### config.mk
export PLATFORM = sky130hd
export DESIGN_NAME = pos_sweep_ctrl
export DESIGN_NICKNAME = d
export VERILOG_FILES = /design/src/rtl/pos_sweep_ctrl.sv
export SDC_FILE = /design/constraint.sdc
export NUM_CORES = 1
export LEC_CHECK = 0
export ABC_AREA = 1
export CORE_MARGIN = 2
export CORE_UTILIZATION = 37
export CTS_CLUSTER_DIAMETER = 50
export CTS_CLUSTER_SIZE = 25
export DETAILED_ROUTE_END_ITERATION = 6
export GPL_TIMING_DRIVEN = 0
export PLACE_DENSITY = 0.66
export SLEW_MARGIN = 20
export SYNTH_ARGS = -nofsm -noshare
export SYNTH_HDL_FRONTEND = slang
export SYNTH_SLANG_ARGS = --single-unit
### constraint.sdc
create_clock -name clk -period 2.09 [get_ports clk]
set_clock_uncertainty 0.05 [all_clocks]
set_input_delay 0.418 -clock clk [delete_from_list [all_inputs] [get_ports clk]]
set_output_delay 0.418 -clock clk [all_outputs]
set_load 0.1 [all_outputs]
### src/rtl/pos_sweep_ctrl.sv
// Truth-table sweep sequencer for a small combinational evaluator.
// Walks every input row, captures the response and checks it against a maxterm mask.
module pos_sweep_ctrl #(
    parameter int NVARS  = 4,
    parameter int SETTLE = 0
) (
    input  logic             clk,
    input  logic             rst,
    input  logic             cfg_we,
    input  logic [15:0]      cfg_mask,
    input  logic             start,
    input  logic             s,
    output logic [NVARS-1:0] vec,
    output logic             busy,
    output logic             done,
    output logic [15:0]      truth,
    output logic [4:0]       zeros,
    output logic [4:0]       err_cnt,
    output logic             err
);

    typedef enum logic [1:0] {
        IDLE  = 2'd0,
        SWEEP = 2'd1,
        DONE  = 2'd2
    } state_t;

    localparam logic [NVARS-1:0] LAST_ROW = '1;
    localparam logic [2:0]       SETTLE_V = 3'(SETTLE);

    state_t           state;
    state_t           state_next;
    logic [NVARS-1:0] row;
    logic [2:0]       wait_cnt;
    logic [15:0]      mask;
    logic             sample;
    logic             last;

    // A row is sampled on its final settle cycle; the last row ends the sweep.
    always_comb begin
        sample = (state == SWEEP) && (wait_cnt == 3'd0);
        last   = sample && (row == LAST_ROW);
    end

    // State register.
    always_ff @(posedge clk) begin
        if (rst) state <= IDLE;
        else     state <= state_next;
    end

    // Next-state logic.
    always_comb begin
        state_next = state;
        unique case (state)
            IDLE:    if (start) state_next = SWEEP;
            SWEEP:   if (last) state_next = DONE;
            DONE:    state_next = IDLE;
            default: state_next = IDLE;
        endcase
    end

    // Mask, row walker, settle counter and result accumulation.
    always_ff @(posedge clk) begin
        if (rst) begin
            mask     <= 16'd0;
            row      <= '0;
            wait_cnt <= 3'd0;
            truth    <= 16'd0;
            zeros    <= 5'd0;
            err_cnt  <= 5'd0;
        end else begin
            unique case (state)
                IDLE: begin
                    if (cfg_we) mask <= cfg_mask;
                    if (start) begin
                        truth    <= 16'd0;
                        zeros    <= 5'd0;
                        err_cnt  <= 5'd0;
                        row      <= '0;
                        wait_cnt <= SETTLE_V;
                    end
                end
                SWEEP: begin
                    if (wait_cnt != 3'd0) begin
                        wait_cnt <= wait_cnt - 3'd1;
                    end else begin
                        truth[row] <= s;
                        if (!s) zeros <= zeros + 5'd1;
                        // s must equal ~mask; equality with mask is a miss
                        if (s == mask[row]) err_cnt <= err_cnt + 5'd1;
                        wait_cnt <= SETTLE_V;
                        if (row == LAST_ROW) row <= '0;
                        else                 row <= row + 1'b1;
                    end
                end
                default: begin
                    row <= '0;
                end
            endcase
        end
    end

    // Outputs are decoded straight from registers.
    always_comb begin
        vec  = row;
        busy = (state == SWEEP);
        done = (state == DONE);
        err  = (err_cnt != 5'd0);
    end

endmodule

==> flow_summary.ini, run 1 <==
[sta]
max_freq_mhz = 485.9
layout_min_cycle_time_ns = 2.058
grt_setup_unrepaired = false
hold_viol_final = 0
maxSlewViolCount = 0
period_share_pct = 98.48
max_slew_margin_pct = 35.24
worst_slew_pin_slew_ns = 0.9752
finalSetupTns_ns = 0
finalSetupViolations = 0

[finish]
fin_nets = 442
finalInstanceArea_um2 = 3397
diodes = 0
drive_gt1_share_pct = 19.76
syn_to_final_growth_pct = 26.40

[drt]
dr.pass1.iters = 4
drt-initial-drc-count = 125
vias = 2432
routedWlPerCell_um = 12.41
via_per_inst = 4.732
route.detailed.drc = 0
detail-route-antenna-nets = 0
drt-total-wl_um = 6379

[place]
dp_hpwl_um = 4731
post_dp_cell_area_um2 = 3351
portBuffers = 52
gp_congestion = 0.7985

[setup_path]
crit_arrival_ns = 1.59
timing.critical_path.required_ns = 1.62
path_class = reg2out
cp_slowest_cell = dlygate4sd2_1
reg2reg_slack_ns = 0.35
crit_path_end_kind = output pin
cp_max_fo = 7
cp_cell_sequence = dlygate4sd2_1
reg2reg_from = vec[0]
critPathTopFamily = buffers and inverters
rr_endpoint = err_cnt[2]
critPathLaunchType = register
r2r_cells = 13
cp_num_buf_inv = 1
max_stage_delay_ns = 0.88

[min_path]
whs_path_depth = 2
timing.hold.worst_endpoint = mask[6]
hold_start = mask[6]
min_path_type = reg2reg

[yosys]
yosysSeqAreaShare_pct = 37.99
syn_avg_cell_area_um2 = 7.571
syn_nets = 383
yosys.cell_types.count = 38
synth_top_area_share_pct = 37.99
yosysMostFrequentCell = nand2_1
yosysWarnings = 0
synth-edff-count = 0
yosys.area.top_type = dfxtp_1
syn_area_um2 = 2688
synthTopCellsByCount = 57 x nand2_1, 51 x dfxtp_1, 39 x inv_1
synthTopCellsByArea = dfxtp_1 38%, nand2_1 8.0%, o21ai_0 6.5%, inv_1 5.4%, a21oi_1 5.0%
async_flop_share_pct = 0
ys_ff_latch = 51
syn_inst = 355
ys.flop_type = dfxtp_1

[power_and_ir_drop]
p_seq_share_pct = 45.4
p_comb_share_pct = 29.3
internal-power_uw = 1460
power.density_nw_per_um2 = 684.2
swShare_pct = 37.19
leakage_uw = 0.001438
clkPwrFrac_pct = 25.3
ir_worst_vdd_mv = 0.3908
p_switching_uw = 864.2

[job]
max_cap_violations = 0

[grt]
antenna_found_initial = 0
grt-ovfl-total = 0
grt_max_degree = 17
grt.total_usage_pct = 17.03
grt_pass1_vias = 2358
grt_pass1_wl_um = 10560

[clock_network]
postCtsHoldBufs = 0
cts.sinks = 51
numCtsBuffers = 5
root_buffer = clkbuf_8
insertion_delay_ns = 0.32
clkTransAtPathRegs_ns = 0.10
h-tree-depth = 2
cts_tree = built
cts.path.max_buffers = 2

[floorplan]
io_pins = 54
start_util_pct = 37.66
die_x_um = 89.23
die_y_um = 89.23
core_area_um2 = 7137
rows = 31
die-area_um2 = 7961

[status]
outcome = complete, no violations
## cell families (layout without fill, tap and decap cells)
kind of cell / after synthesis / in the layout / synth area share (%)
flops: 51 / 51 / 37.99
fa+ha+maj: 7 / 7 / 3.259
buf+inv: 61 / 121 / 10.33
simple gates: 147 / 147 / 27.98
xor+xnor: 4 / 4 / 1.304
compound gates: 85 / 85 / 19.13
## final cells by class
cell class | count | area [µm²]
Multi-Input combinational cell | 243 | 1391
Sequential cell | 51 | 1037
Timing Repair Buffer | 52 | 479.2
Clock buffer | 5 | 68.82
Buffer | 15 | 95.09
Fill cell | 752 | 3740
Clock inverter | 3 | 18.77
Inverter | 46 | 182.7
Tap cell | 99 | 123.9
## sequential cells by signal (all words and copies together), names as in the netlist
register / count
wait_cnt: 3
err_cnt: 5
mask: 16
vec: 4
zeros: 5
truth: 16
state: 2
## cells in the final DEF (no fill, tap or decap), types with 3 or more instances in the layout
cell,count
nand2_2,17
nor2_2,5
ha_1,7
dfxtp_2,7
nor2_8,3
clkbuf_8,5
nand4_1,4
clkdlybuf4s50_1,19
nand2_1,57
dfxtp_1,42
nor2_4,3
a211oi_1,3
clkbuf_1,8
nor2_1,33
inv_1,39
o21ai_0,35
inv_4,3
a22oi_1,4
inv_2,4
a21oi_2,12
xor2_1,3
a21oi_1,27
dlygate4sd2_1,27
nor3_1,4
nand3_1,14
buf_2,4
## power by group through the flow
stage	clock (µW)	sequential [µW]	combinational, µW
finish	588	1060	681
global route	630	1060	750
CTS	602	1060	688
detailed placement	0	1080	694
global placement	0	1080	689
floorplan	0	1170	435
## repair_timing
action / CTS / global route
endpoints found under the setup margin: 33 / 4
setup buffers: 0 / 0
resized for setup: 42 / 5
## per-stage QoR
stage	hold slack, ns	cells	setup WS [ns]	total power, µW	util, %
after floorplan	0.3789	355	-0.001406	1601	-
after CTS	0.4091	514	0.005397	2345	47.72
after global routing	0.4225	514	0.002400	2441	47.60
after detailed placement	0.3933	506	-0.2301	1773	46.95
after global placement	0.3918	506	-0.2102	1766	46.95
final	0.4100	514	0.03182	2324	47.60
## layer usage
metal	GRT usage [%]	up-vias	wire, µm	part of all wire (%)
met2	28.48	46	3035	48
li1	-	1271	-	-
met4	6.649	0	103	1.6
met3	3.693	6	218	3.4
met1	21.39	1109	3021	47
met5	0	-	0	0
## worst max path at each step
stage,cells after the start,to,start,slack (ns)
final,1,vec[2],vec[2],0.03
after global routing,1,err_cnt[2],err_cnt[2],0.002
after CTS,3,busy,state[0],0.005
after detailed placement,3,busy,state[0],-0.23
after global placement,3,busy,state[0],-0.21
after floorplan,3,err,err_cnt[0],-0.001
(Power assumes the default switching activity.)
==> inputs of run 2 (changes only) <==
--- a/config.mk
+++ b/config.mk
@@ -5,15 +5,15 @@
 export SDC_FILE = /design/constraint.sdc
 export NUM_CORES = 1
 export LEC_CHECK = 0
-export ABC_AREA = 1
 export CORE_MARGIN = 2
 export CORE_UTILIZATION = 37
 export CTS_CLUSTER_DIAMETER = 50
 export CTS_CLUSTER_SIZE = 25
 export DETAILED_ROUTE_END_ITERATION = 6
 export GPL_TIMING_DRIVEN = 0
-export PLACE_DENSITY = 0.66
+export PLACE_DENSITY = 0.67
 export SLEW_MARGIN = 20
 export SYNTH_ARGS = -nofsm -noshare
 export SYNTH_HDL_FRONTEND = slang
 export SYNTH_SLANG_ARGS = --single-unit
+export TNS_END_PERCENT = 1
==> run 2 against run 1 <==
Effect of this change:
- the run now ends with negative setup slack left
- register-to-register slack got worse by 0.37 ns
- via count decreased by 10%
- flip-flop and latch count is the same
- die area shrank 11%
- final cell count down 19%
- global-route usage fell by 0.86 points
- cell area down 7.4%
- clock power rose by 37%
- synthesized area shrank 11%
- total power shrank 6.3%
- maximum frequency fell by 5.0%
- critical path type unchanged
==> flow_summary.ini, run 2 <==
[place]
numPlacedInstances = 410
portBuffers = 51
gp_congestion = 0.7478
post_dp_cell_area_um2 = 3000
dp_hpwl_um = 4167

[yosys]
yosysMostFrequentCell = dfxtp_1
syn_area_um2 = 2390
yosysWarnings = 0
async_flop_share_pct = 0
syn_avg_cell_area_um2 = 8.474
ys.flop_type = dfxtp_1
syn_inst = 282
synthTopCellsByArea = dfxtp_1 43%, a21oi_1 7.7%, nand2_1 7.1%, ha_1 3.7%, nor2_1 3.1%
yosys.cell_types.count = 42
yosys.area.top_type = dfxtp_1
syn_nets = 310
synth-edff-count = 0
synthTopCellsByCount = 51 x dfxtp_1, 45 x nand2_1, 37 x a21oi_1
synth_top_area_share_pct = 42.72
ys_ff_latch = 51
yosysSeqAreaShare_pct = 42.72

[finish]
diodes = 0
drive_gt1_share_pct = 10.59
fin_nets = 367
final_cell_mix = 48 x dfxtp_1, 45 x nand2_1, 37 x a21oi_1, 24 x dlygate4sd2_1
syn_to_final_growth_pct = 31.62
layout_commonest_cell = dfxtp_1
top_regs = mask (16), truth (16)
finalNonFillerCells = 417
finalInstanceArea_um2 = 3146

[sta]
worst_slew_pin_slew_ns = 0.9743
fin_ws_ns = -0.07716
layout_min_cycle_time_ns = 2.167
hold_viol_final = 0
period_share_pct = 103.7
maxSlewViolCount = 0
max_slew_margin_pct = 35.30
finalSetupViolations = 4
grt_setup_unrepaired = true
max_freq_mhz = 461.4

[power_and_ir_drop]
ir_worst_vdd_mv = 0.3772
clkPwrFrac_pct = 37.1
power.density_nw_per_um2 = 692.6
p_switching_uw = 577.4
leakage_uw = 0.001272
swShare_pct = 26.50
internal-power_uw = 1601
p_comb_share_pct = 15.8
p_seq_share_pct = 47.1

[floorplan]
io_pins = 54
die_x_um = 84.37
start_util_pct = 37.85
die_y_um = 84.37
core_area_um2 = 6314
rows = 29
die-area_um2 = 7117

[drt]
dr.pass1.iters = 4
vias = 2183
via_per_inst = 5.235
route.detailed.drc = 0
drt-initial-drc-count = 128
routedWlPerCell_um = 13.52
drt-total-wl_um = 5638
detail-route-antenna-nets = 0

[grt]
grt_pass1_vias = 2080
grt_max_degree = 17
grt.total_usage_pct = 16.17
grt-ovfl-total = 0
grt_pass1_wl_um = 9591
antenna_found_initial = 0

[min_path]
min_path_type = in2reg

[setup_path]
crit_path_end_kind = output pin
crit_arrival_ns = 1.70
cp_max_fo = 5
critPathLaunchType = register
path_class = reg2out
timing.critical_path.required_ns = 1.62
cp_cell_sequence = inv_1 > ha_1 > or4b_2 > buf_6
cp_slowest_cell = or4b_2
max_stage_delay_ns = 0.60
critPathTopFamily = simple AND/OR/NAND/NOR gates
cp_num_buf_inv = 2

[status]
outcome = complete, but fails checks
violations = negative setup slack

[clock_network]
insertion_delay_ns = 0.30
cts.sinks = 51
postCtsHoldBufs = 0
post_cts_buffers = 0
cts.path.max_buffers = 2
clkTransAtPathRegs_ns = 0.09
h-tree-depth = 2
root_buffer = clkbuf_8
numCtsBuffers = 5
cts_tree = built

[job]
max_cap_violations = 0
-- run 2: changes by cell type in the layout (fill, tap and decap cells not counted), sizes merged, moves of 4 or more --
cell,before,now
inv,47,6
nand2,75,45
o21ai,37,7
nor2,44,20
nand3,15,3
mux2i,0,7
a32oi,0,6
a22oi,4,9
a31oi,1,6
buf,8,13
nand2b,0,5
or3,0,5
and2,0,4
nor2b,0,4
-- run 2: worst register-to-register path, stage by stage (launching register included) --
cell and delay [ns]:
dfxtp_4 0.39, buf_8 0.15, mux2i_1 0.13, mux4_2 0.49, mux2i_2 0.22, nand3_2 0.16
or3_1 0.34, a21oi_1 0.12
-- run 2: cell families after synthesis --
group,Yosys count,share of synthesized area [%]
simple gates,110,21.99
compound gates,73,18.59
flops,51,42.72
buf+inv,26,5.864
mux,9,4.974
fa+ha+maj,7,3.665
xor+xnor,6,2.199
-- run 2: path summary, 6_finish.rpt --
check                   from          to  slack (ns)  depth (start not counted)
setup / recovery  err_cnt[0]         err       -0.08                          4
setup reg to reg      vec[0]  err_cnt[4]       -0.02                          7
hold reg to reg     mask[14]    mask[14]        0.41                          2
hold / removal           rst    state[0]        0.33                          2
-- run 2: through the flow --
step                      setup TNS (ns)  setup WS (ns)  hold WS (ns)  power, µW  util [%]
final                            -0.1314       -0.07716        0.3277       2178     49.82
after global routing             -0.6107        -0.1491        0.3328       2269     49.82
after CTS                        -0.3584        -0.1914        0.3253       2188     49.58
after detailed placement          -13.39        -0.5855        0.3975       1382     47.52
after global placement            -11.81        -0.5284        0.3881       1379     47.52
after floorplan                   -2.647        -0.4021        0.3763       1280         -
-- run 2: timing repair --
action                                  CTS  global route
gates resized for setup                  54            17
endpoints found under the setup margin   58            36
pin swaps                                 7             0
hold endpoints to repair                  0             0
-- run 2: power groups by stage --
stage | Sequential (µW) | Clock [µW] | Combinational, µW
after floorplan | 1100 | 0 | 184
final | 1030 | 807 | 344
after global placement | 1050 | 0 | 333
after CTS | 1030 | 823 | 339
after global routing | 1030 | 861 | 376
after detailed placement | 1050 | 0 | 336
-- run 2: area by class of cell --
cell class | count | area, µm²
repair buffers | 51 | 473.0
inverters | 6 | 22.52
multi-input cells | 205 | 1267
well taps | 77 | 96.34
flip-flops and latches | 51 | 1027
plain buffers | 19 | 122.6
clock buffers | 5 | 68.82
clock inverters | 3 | 67.56
fillers | 648 | 3168
-- run 2: routing by layer --
metal | GRT usage [%] | part of all wire, %
met5 | 0 | 0
met4 | 3.752 | 0.82
met3 | 3.343 | 4.8
met2 | 27.78 | 49
met1 | 20.96 | 45
==> inputs of run 3 (changes only) <==
--- a/config.mk
+++ b/config.mk
@@ -6,12 +6,12 @@
 export NUM_CORES = 1
 export LEC_CHECK = 0
 export CORE_MARGIN = 2
-export CORE_UTILIZATION = 37
+export CORE_UTILIZATION = 40
 export CTS_CLUSTER_DIAMETER = 50
 export CTS_CLUSTER_SIZE = 25
 export DETAILED_ROUTE_END_ITERATION = 6
 export GPL_TIMING_DRIVEN = 0
-export PLACE_DENSITY = 0.67
+export PLACE_DENSITY = 0.71
 export SLEW_MARGIN = 20
 export SYNTH_ARGS = -nofsm -noshare
 export SYNTH_HDL_FRONTEND = slang
==> run 3 against run 2 <==
Effect of this change:
- the flow still finishes with violations (negative setup slack)
- setup slack gained 0.011 ns
- final cell count shrank 0.24%
- via count shrank 1.6%
- wire length shrank 2.8%
- largest power group unchanged
- critical path depth is the same
- critical endpoint unchanged
- non-clock buffer count grew 1
- cell area is essentially flat
- register-to-register slack lost 0.02 ns
- total power shrank 4.2%
- utilization grew 3.9 points
- sequential share of layout area is essentially flat
- combinational power is essentially flat
==> flow_summary.ini, run 3 (same netlist as run 2, synthesis figures left out) <==
[drt]
drt-initial-drc-count = 121
vias = 2147
wl_met3_um = 191
drt-total-wl_um = 5480
detail-route-antenna-nets = 0
met1Wirelength_um = 2626
dr.pass1.iters = 4
routedWlPerCell_um = 13.17
wl_met2_um = 2644
via_per_inst = 5.161
routed.top_layer = met4
route.detailed.drc = 0

[job]
max_cap_violations = 0

[grt]
grt.total_usage_pct = 17.55
antenna_found_initial = 0
grt-ovfl-total = 0
grt_pass1_vias = 2036
grt_pass1_wl_um = 9087
grt_max_degree = 16

[sta]
hold_viol_final = 0
layout_min_cycle_time_ns = 2.156
max_freq_mhz = 463.8
max_slew_margin_pct = 36.02
period_share_pct = 103.2
grt_setup_unrepaired = true
worst_slew_pin_slew_ns = 0.9636
fin_ws_ns = -0.06594
maxSlewViolCount = 0
finalSetupViolations = 4
hold_slack_ns = 0.3239

[finish]
diodes = 0
multiInputGateArea_um2 = 1271
finalNonFillerCells = 416
syn_to_final_growth_pct = 31.52
top_regs = mask (16), truth (16)
nFillCells = 563
seqCellArea_um2 = 1027
drive_gt1_share_pct = 10.56
fin_nets = 368
fin_util_pct = 53.72
final_cell_mix = 48 x dfxtp_1, 45 x nand2_1, 36 x a21oi_1, 25 x dlygate4sd2_1
layout_commonest_cell = dfxtp_1

[power_and_ir_drop]
p_switching_uw = 573.3
clkPwrFrac_pct = 34.3
power.density_nw_per_um2 = 663.8
leakage_uw = 0.001267
swShare_pct = 27.48
ir_worst_vdd_mv = 0.3782
internal-power_uw = 1513
p_seq_share_pct = 49.2
p_comb_share_pct = 16.6

[floorplan]
die-area_um2 = 6609
die_y_um = 81.30
core_area_um2 = 5851
io_pins = 54
rows = 28
start_util_pct = 40.85
die_x_um = 81.30

[clock_network]
numCtsBuffers = 5
root_buffer = clkbuf_8
cts.sinks = 51
clkTransAtPathRegs_ns = 0.09
h-tree-depth = 2
post_cts_buffers = 0
insertion_delay_ns = 0.30
cts.path.max_buffers = 2
cts_tree = built
postCtsHoldBufs = 0

[status]
violations = negative setup slack
outcome = complete, but fails checks

[setup_path]
r2r_cells = 7
timing.critical_path.required_ns = 1.62
reg2reg_from = vec[0]
crit_path_end_kind = output pin
reg2reg_slack_ns = -0.04
cp_max_fo = 5
rr_endpoint = err_cnt[4]
path_class = reg2out
max_stage_delay_ns = 0.60
crit_arrival_ns = 1.69
critPathLaunchType = register
cp_cell_sequence = inv_1 > ha_1 > or4b_2 > buf_6
cp_slowest_cell = or4b_2

[min_path]
hold_start = rst
timing.hold.worst_endpoint = state[0]
min_path_type = in2reg
whs_path_depth = 2

[place]
portBuffers = 51
dp_hpwl_um = 4079
place_ws_ns = -0.5616
numPlacedInstances = 408
gp_congestion = 0.8142
run 3: cell types whose count changed in the layout (fill, tap and decap cells not counted), sizes merged:
| cell | change |
|---|---|
| clkbuf | +3 |
| bufinv | -1 |
| dlygate4sd2 | +1 |
| buf | -3 |
| clkinv | +1 |
| clkdlybuf4s15 | +1 |
| clkinvlp | -1 |
run 3: how the worst max path moves through the flow:
stage | slack (ns) | start | to | cells past startpoint
final | -0.07 | err_cnt[0] | err | 4
after global routing | -0.15 | vec[0] | err_cnt[3] | 7
after CTS | -0.07 | err_cnt[0] | err | 4
after detailed placement | -0.56 | start | err_cnt[1] | 8
after global placement | -0.54 | start | err_cnt[1] | 8
after floorplan | -0.40 | vec[1] | err_cnt[1] | 7
run 3: final cells by class:
cell class / instances / share of cell area (%)
multi-input combinational: 205 / 40.45
sequential: 51 / 32.68
timing repair buffer: 51 / 15.37
buffer: 20 / 4.061
tap: 75 / 2.986
clock buffer: 6 / 2.627
clock inverter: 2 / 1.115
inverter: 6 / 0.7166
run 3: stage by stage:
step                TNS [ns]  area [µm²]  total power (µW)
floorplan             -2.647        2394              1280
global placement      -11.91        2998              1378
detailed placement    -12.76        2998              1383
CTS                  -0.2148        3117              2089
global route         -0.9532        3143              2164
finish               -0.1501        3143              2086
run 3: repair_timing:
item	CTS	global route
endpoints found under the setup margin	59	33
resized for setup	56	11
pin swaps	7	1
run 3: critical path: cells and delay by family, from the launching register on:
family        cells  cell delay (ns)
fa+ha+maj         1             0.15
buf+inv           2             0.29
flops             1             0.35
simple gates      1             0.60
run 3: routing by layer:
metal / vias up / GRT usage [%]
li1: 1122 / -
met1: 982 / 21.58
met2: 41 / 31.23
met3: 2 / 3.667
met4: 0 / 4.068
met5: - / 0
run 3: power groups by stage:
stage / clock network (µW) / logic, µW / registers (µW)
5_1_grt: 757 / 375 / 1030
4_1_cts: 723 / 340 / 1030
2_1_floorplan: 0 / 184 / 1100
6_report: 715 / 345 / 1030
3_5_place_dp: 0 / 336 / 1050
3_3_place_gp: 0 / 332 / 1050
